$ cat src/rtl/apb_req_arbiter.sv
// -----------------------------------------------------------------------------
// apb_req_arbiter
//
// Shares one APB master between two command requesters using round-robin
// arbitration. One command is in flight at a time: it is accepted in IDLE,
// presented to the master for the whole of BUSY, and answered with a single
// response pulse in DONE. A watchdog aborts transfers that never complete.
//
// Ports
//   pclk            clock, all state changes on the rising edge
//   preset          asynchronous active-low reset
//   req_valid[1:0]  per-port command request, held until req_ready
//   req_write[1:0]  per-port direction (1 = write, 0 = read)
//   req_addr0/1     per-port address (bit 32 is the master's slave select)
//   req_wdata0/1    per-port write data
//   req_ready[1:0]  one-hot pulse: command accepted this cycle
//   resp_valid[1:0] one-hot pulse: owner's transfer finished
//   resp_rdata      read data, valid with resp_valid (0 for writes/errors)
//   resp_err        error flag, valid with resp_valid
//   m_transfer      transfer request to the APB master
//   m_read_write    direction to the APB master
//   m_write_addr    write address to the APB master
//   m_read_addr     read address to the APB master
//   m_write_data    write data to the APB master
//   m_penable       access-phase indicator from the master
//   m_pready        slave ready
//   m_prdata        slave read data
//   m_pslverr       slave error from the master
// -----------------------------------------------------------------------------
module apb_req_arbiter #(
    parameter int ADDR_W  = 33,
    parameter int DATA_W  = 32,
    parameter int TIMEOUT = 16,
    parameter int TO_W    = 5
) (
    input  logic              pclk,
    input  logic              preset,
    input  logic [1:0]        req_valid,
    input  logic [1:0]        req_write,
    input  logic [ADDR_W-1:0] req_addr0,
    input  logic [ADDR_W-1:0] req_addr1,
    input  logic [DATA_W-1:0] req_wdata0,
    input  logic [DATA_W-1:0] req_wdata1,
    output logic [1:0]        req_ready,
    output logic [1:0]        resp_valid,
    output logic [DATA_W-1:0] resp_rdata,
    output logic              resp_err,
    output logic              m_transfer,
    output logic              m_read_write,
    output logic [ADDR_W-1:0] m_write_addr,
    output logic [ADDR_W-1:0] m_read_addr,
    output logic [DATA_W-1:0] m_write_data,
    input  logic              m_penable,
    input  logic              m_pready,
    input  logic [DATA_W-1:0] m_prdata,
    input  logic              m_pslverr
);

    localparam logic [1:0] ST_IDLE = 2'd0;
    localparam logic [1:0] ST_BUSY = 2'd1;
    localparam logic [1:0] ST_DONE = 2'd2;

    // Watchdog value seen in the last allowed BUSY cycle.
    localparam logic [TO_W-1:0] TO_LAST = TO_W'(TIMEOUT - 1);

    logic [1:0]        state_reg;
    logic [1:0]        state_next;
    logic              last_grant_reg;
    logic              owner_reg;
    logic              wr_reg;
    logic [ADDR_W-1:0] addr_reg;
    logic [DATA_W-1:0] wdata_reg;
    logic [TO_W-1:0]   wd_reg;
    logic [DATA_W-1:0] rdata_reg;
    logic              err_reg;
    // Held low through reset and for the first clock after it, so that no
    // command can be accepted while the block is being held in reset.
    logic              run_reg;

    logic              grant_idx;
    logic              accept;
    logic              finish;
    logic [DATA_W-1:0] rdata_next;
    logic              err_next;
    logic              busy;

    logic [ADDR_W-1:0] port_addr  [2];
    logic [DATA_W-1:0] port_wdata [2];

    assign port_addr[0]  = req_addr0;
    assign port_addr[1]  = req_addr1;
    assign port_wdata[0] = req_wdata0;
    assign port_wdata[1] = req_wdata1;

    // Round-robin choice: a lone requester always wins; when both request,
    // the port that did not win last time is served.
    always_comb begin
        grant_idx = 1'b0;
        if (req_valid == 2'b11) begin
            grant_idx = ~last_grant_reg;
        end else if (req_valid[1]) begin
            grant_idx = 1'b1;
        end
    end

    assign accept = (state_reg == ST_IDLE) && run_reg && (req_valid != 2'b00);
    assign busy   = (state_reg == ST_BUSY);

    // Per-port handshake pulses.
    for (genvar gi = 0; gi < 2; gi++) begin : g_port
        assign req_ready[gi]  = accept && (grant_idx == 1'(gi));
        assign resp_valid[gi] = (state_reg == ST_DONE) && (owner_reg == 1'(gi));
    end

    // Completion logic for BUSY. Slave error beats a normal handshake, and
    // both beat the watchdog, so a late but real completion is never
    // reported as a timeout.
    always_comb begin
        state_next = state_reg;
        finish     = 1'b0;
        rdata_next = '0;
        err_next   = 1'b0;
        case (state_reg)
            ST_IDLE: begin
                if (accept) begin
                    state_next = ST_BUSY;
                end
            end
            ST_BUSY: begin
                if (m_pslverr) begin
                    finish   = 1'b1;
                    err_next = 1'b1;
                end else if (m_penable && m_pready) begin
                    finish = 1'b1;
                    if (!wr_reg) begin
                        rdata_next = m_prdata;
                    end
                end else if (wd_reg == TO_LAST) begin
                    finish   = 1'b1;
                    err_next = 1'b1;
                end
                if (finish) begin
                    state_next = ST_DONE;
                end
            end
            ST_DONE: begin
                state_next = ST_IDLE;
            end
            default: begin
                state_next = ST_IDLE;
            end
        endcase
    end

    always_ff @(posedge pclk or negedge preset) begin
        if (!preset) begin
            state_reg      <= ST_IDLE;
            last_grant_reg <= 1'b1;
            owner_reg      <= 1'b0;
            wr_reg         <= 1'b0;
            addr_reg       <= '0;
            wdata_reg      <= '0;
            wd_reg         <= '0;
            rdata_reg      <= '0;
            err_reg        <= 1'b0;
            run_reg        <= 1'b0;
        end else begin
            state_reg <= state_next;
            run_reg   <= 1'b1;

            if (accept) begin
                last_grant_reg <= grant_idx;
                owner_reg      <= grant_idx;
                wr_reg         <= req_write[grant_idx];
                addr_reg       <= port_addr[grant_idx];
                wdata_reg      <= port_wdata[grant_idx];
            end

            // Counts BUSY cycles only; any other state leaves it at zero,
            // so every command starts with a fresh budget.
            if (busy) begin
                wd_reg <= wd_reg + TO_W'(1);
            end else begin
                wd_reg <= '0;
            end

            if (finish) begin
                rdata_reg <= rdata_next;
                err_reg   <= err_next;
            end
        end
    end

    // Master-side outputs come straight from the latched command and the
    // state, so they are constant throughout BUSY and fall to zero the
    // moment reset is applied or the transfer ends.
    assign m_transfer   = busy;
    assign m_read_write = busy && wr_reg;
    assign m_write_addr = (busy && wr_reg)  ? addr_reg  : '0;
    assign m_read_addr  = (busy && !wr_reg) ? addr_reg  : '0;
    assign m_write_data = (busy && wr_reg)  ? wdata_reg : '0;

    // Response payload is only presented during the DONE pulse.
    assign resp_rdata = (state_reg == ST_DONE) ? rdata_reg : '0;
    assign resp_err   = (state_reg == ST_DONE) ? err_reg   : 1'b0;

endmodule
$ cat config.mk
export PLATFORM = sky130hd
export DESIGN_NAME = apb_req_arbiter
export DESIGN_NICKNAME = d
export VERILOG_FILES = /design/src/rtl/apb_req_arbiter.sv
export SDC_FILE = /design/constraint.sdc
export NUM_CORES = 1
export LEC_CHECK = 0
export BUFFER_PORTS_ARGS = -buffer_cell sky130_fd_sc_hd__buf_2
export CAP_MARGIN = 20
export CORE_AREA = 2 2 119 121
export DETAILED_ROUTE_END_ITERATION = 10
export DIE_AREA = 0 0 121 123
export PLACE_DENSITY = 0.77
export RECOVER_POWER = 100
export SYNTH_ARGS = -nofsm -noshare
export SYNTH_HDL_FRONTEND = slang
export SYNTH_SLANG_ARGS = --single-unit
$ cat constraint.sdc
create_clock -name pclk -period 5.4 [get_ports pclk]
set_input_delay 0.27 -clock pclk [delete_from_list [all_inputs] [get_ports pclk]]
set_output_delay 0.27 -clock pclk [all_outputs]
set_load 0.02 [all_outputs]
# After elaboration in Yosys (flattened, before gate mapping)

Cells that the tools add are included.

Muxes and demuxes: 31
Magnitude comparators: 2
Add/subtract/negate cells: 1
Bitwise gates (word level): 4
Eq/ne operators: 6
Reduce and logical (&&, ||, !) cells: 13

Operators with widths:

| operator                                                                     | count |
|---|---|
| 32-bit two-way mux                                                           | 9 |
| 33-bit two-way mux                                                           | 5 |
| 1-bit two-way mux                                                            | 13 |
| 1-bit logical AND                                                            | 9 |
| 5-bit by 1-bit adder with 5-bit output, second input constant                | 1 |
| 5-bit by 4-bit == test with 1-bit output, second input constant              | 1 |
| 5-bit two-way mux                                                            | 1 |
| 2-bit == test, second input constant                                         | 2 |
| 2-bit two-way mux                                                            | 2 |
| 2-bit one-hot mux with 2 select lines                                        | 1 |
| 1-bit NOT                                                                    | 3 |
| 2-bit by 1-bit == test with 1-bit output, second input constant              | 1 |
| 2-bit >= comparator, second input constant                                   | 1 |
| 2-bit logical NOT                                                            | 1 |
| 1-bit by 2-bit less-than comparator with 1-bit output, second input constant | 1 |
| 2-bit by 1-bit inequality test with 1-bit output, second input constant      | 1 |
| 2-bit inequality test, second input constant                                 | 1 |
| 1-bit NOT with 2-bit output                                                  | 1 |
| 2-bit AND reduction                                                          | 1 |
| 2-bit nonzero test                                                           | 1 |
| 1-bit logical NOT                                                            | 1 |

Input port bits: 171
Output and inout port bits: 137
Word-level logic and storage cells: 67
Register bits: 109

# Depth between registers and ports, before layout

Word-level depth: 7
Gate-level depth with buffers: 7
Depth with buffers taken out: 6

# Worst setup path after synthesis

No wires, ideal clock.

Path kind: register to output
From: register state_reg[0]
To: output port req_ready[0]
Required time: 5.130 ns
Buffers on the path: 3
Setup slack: 3.587 ns
Stages on the path, launching flop included: 6
Data arrival time: 1.543 ns
Cell sequence: dfrtp_1 > or3b_1 > clkbuf_1 > buf_4 > buf_6 > nor3b_2

Longest elaborated chain between the ends: 4

Ends and longest elaborated chain:

| what                           | RTL line | text |
|---|---|---|
| from (decl)                    | 66       | `logic [1:0] state_reg;` |
| from (signal assigned)         | 168      | `state_reg <= state_next;` |
| 2-bit logical NOT              | 106      | `assign accept = (state_reg == ST_IDLE) && run_reg && (req_valid != 2'b00);` |
| 1-bit logical AND (2 in a row) | 106      |  |
| 1-bit logical AND              | 111      | `assign req_ready[gi] = accept && (grant_idx == 1'(gi));` |
| to (decl)                      | 44       | `output logic [1:0] req_ready,` |

No other way between the ends.

# Worst setup path after layout

From: register wr_reg
To: output port m_read_addr[26]

Longest elaborated chain between the ends: 3

Ends and longest elaborated chain:

| what                   | RTL line | text |
|---|---|---|
| from (decl)            | 70       | `logic wr_reg;` |
| from (signal assigned) | 174      | `wr_reg <= req_write[grant_idx];` |
| 1-bit logical NOT      | 200      | `assign m_read_addr = (busy && !wr_reg) ? addr_reg : '0;` |
| 1-bit logical AND      | 200      |  |
| 33-bit two-way mux     | 200      |  |
| to (decl)              | 51       | `output logic [ADDR_W-1:0] m_read_addr,` |

No other way between the ends.

==> summary.txt <==
Placement
  – I/O Buffers: 307
  – RePlAce Congestion: 0.880
  – Hpwl dp: 13.2 mm
  – Cells after DPL: 1,070

STA
  – Slew headroom: -127%
  – FMAX: 249 MHz
  – Setup tns final: 0 ns
  – Worst slew pin tran: 3.37 ns
  – Post-route minimum period: 4.01 ns
  – Fin. max-slew vios: 201
  – RSZ-0062 raised after global routing: no
  – Final hold violation count: 0
  – Period utilization: 74.2%
  – Clock Skew: 0.00482 ns
  – Final Setup Violations: 0

Floorplanning
  – Die Ht: 123 um
  – Core area: 13,600 um2
  – Starting Density: 42.8%
  – Io pins: 308
  – Die ar.: 14,900 um2
  – Horiz. Die Dim: 121 um
  – Row cnt: 43

Yosys
  – Post-Syn Instances: 649
  – Ys flop type: dfrtp_1
  – Seq/Total Area, Yosys: 46.8%
  – Post-synth ARST share: 100%
  – Number of synthesized flops with an enable pin: 0
  – Ys Warns: 0
  – Mapped Avg Cell Area: 8.99 um2
  – Seq cells post-synth: 109
  – Syn Nets: 822
  – Post-synth top cells: dfrtp_1 (108), nand2_1 (99), and2_1 (70), and3_1 (67)
  – Mapped Area: 5830 um2
  – Synth top area share: 46.3%
  – Top post-synthesis cells by area: dfrtp_1 (46%), a221o_1 (11%), and2_1 (7.5%)
  – Synth cell types: 33
  – Area leader, netlist: dfrtp_1
  – Top-count cell post-synth: dfrtp_1

Route
  – Drt pass-1 iters: 5
  – Vias: 6,013
  – Drt initial violations: 462
  – Total routed wirelength: 19.3 mm
  – Residual DRC: 0
  – Routed length per instance: 17.8 um
  – Post-DRT Antenna Nets: 0
  – Via density: 5.53

CTS
  – Worst-path clk slew: 0.07 ns
  – Clock buffers created by TritonCTS: 9
  – CTS max path bufs: 2
  – CTS H-Tree Depth: 3
  – CTS tree: done
  – Clk sink count: 109
  – Clk_lat worst skew: 0.34 ns
  – CTS root buf: clkbuf_16

Pwr
  – Switching share of total power: 35.9%
  – PD cells: 369 nW/um2
  – Worst IR Drop VDD: 0.176 mV
  – Leakage: 0.00395 uW
  – Power Internal: 1790 uW
  – Seq pwr share: 45.8%
  – Clock Power Share: 24.3%
  – Combinational power share: 29.8%
  – Total net switching power: 999 uW

Outcome
  – Failing checks: max-capacitance violations, max-slew violations
  – Status: finished, violations left

Critical path
  – CP Launch Type: flop
  – Maximum fanout along the worst path: 69
  – Worst r2r src: wd_reg[0]
  – Register-to-Register Setup Slack: 2.10 ns
  – Worst setup EP type: output port
  – R2R Path End: rdata_reg[13]
  – Critical path type: flop to output port
  – Critical Path AT: 3.74 ns
  – Reg2reg path depth: 7
  – Worst EP required: 5.13 ns
  – Crit. Startpoint: wr_reg

Finish
  – Nets@finish: 1,076
  – Fraction of layout cells with a size suffix above 1: 26.0%
  – Max FFs per register: 33
  – Non-Filler Instances: 1,087
  – Layout Area Growth over Synthesis: 29.5%

Global routing
  – GR Overflow Total: 0
  – First-pass GRT wire length: 28.5 mm
  – Pin count of the biggest net entering global routing: 70
  – Antenna violations before repair: 1
  – GRT Overall Usage: 24.6%
  – Vias in the first global route: 5,439

Flow run
  – Max cap viols: 5

Worst hold path
  – HP Class: primary input to flop
  – Hold path depth: 2
  – Min-delay src: req_wdata1[12]
  – WHS Endpoint: wdata_reg[12]
[cell usage in the layout, fill, tap and decap left out, types with 2 or more instances in the layout]
cell / n
and2_0: 38
and3_1: 67
nand2_1: 99
and2_1: 32
ha_1: 2
buf_2: 211
bufinv_16: 2
nor3_1: 66
inv_1: 3
nand4_1: 32
a221o_1: 66
nor2_1: 7
o21ai_0: 34
clkbuf_1: 102
clkbuf_16: 9
nor3b_1: 2
a21oi_1: 2
dfrtp_1: 108
buf_4: 8
[cell families (layout without fill, tap and decap cells)]
| logic type | count (synthesis) | count (layout) | share of synthesized area [%] |
|---|---|---|---|
| simple gates | 349 | 349 | 31.7 |
| fa+ha+maj | 2 | 2 | 0.429 |
| compound gates | 106 | 106 | 15.0 |
| flops | 109 | 109 | 46.8 |
| xor+xnor | 2 | 2 | 0.300 |
| other cells | 1 | 2 | 0.0643 |
| buf+inv | 80 | 337 | 5.77 |
[critical path, stage by stage (launching register included)]
cell and delay [ns]:
dfrtp_1 1.16, nor2_1 1.71, and2_1 0.26, clkbuf_1 0.24
[area by class of cell]
cell class / instances / area (um2)
diodes: 1 / 2.50
clock buffers: 12 / 236
clock inverters: 2 / 60.1
fillers: 1317 / 6060
inverters: 4 / 15.0
multi-input cells: 460 / 2790
flip-flops and latches: 109 / 2730
well taps: 180 / 225
repair buffers: 319 / 1500
[metrics by stage]
step	util [%]	area, um2	setup WS, ns	total power [uW]	hold WS, ns
after global routing	55.5	7550	1.18	2930	0.146
after global placement	54.3	7400	2.85	2110	0.321
after floorplan	-	5830	3.59	1790	-0.0256
after CTS	56.6	7700	2.42	2820	0.143
final	55.5	7550	1.39	2780	0.158
after detailed placement	54.3	7400	2.80	2130	0.322
[timing repair]
| item | in CTS | in global routing |
|---|---|---|
| gates resized for setup | 0 | 0 |
| setup buffers | 0 | 0 |
| endpoints found under the hold margin | 49 | 0 |
| hold buffers | 1 | 0 |
[power by group through the flow]
stage	clock network, uW	registers (uW)	logic [uW]
after floorplan	0	1150	636
after global placement	0	1270	841
after detailed placement	0	1270	859
after CTS	694	1260	857
after global routing	729	1290	910
final	678	1280	831
[layer usage]
| layer | track usage, % | wire length (um) |
|---|---|---|
| met1 | 31.7 | 8010 |
| met2 | 41.6 | 9430 |
| met3 | 5.30 | 1510 |
| met4 | 7.92 | 367 |
| met5 | 0 | 0 |
[worst max-delay path by stage]
stage	endpoint
after floorplan	req_ready[0]
after global placement	m_write_addr[1]
after detailed placement	m_write_data[28]
after CTS	m_write_data[28]
after global routing	m_read_addr[26]
final	m_read_addr[26]
(Power assumes the default switching activity.)
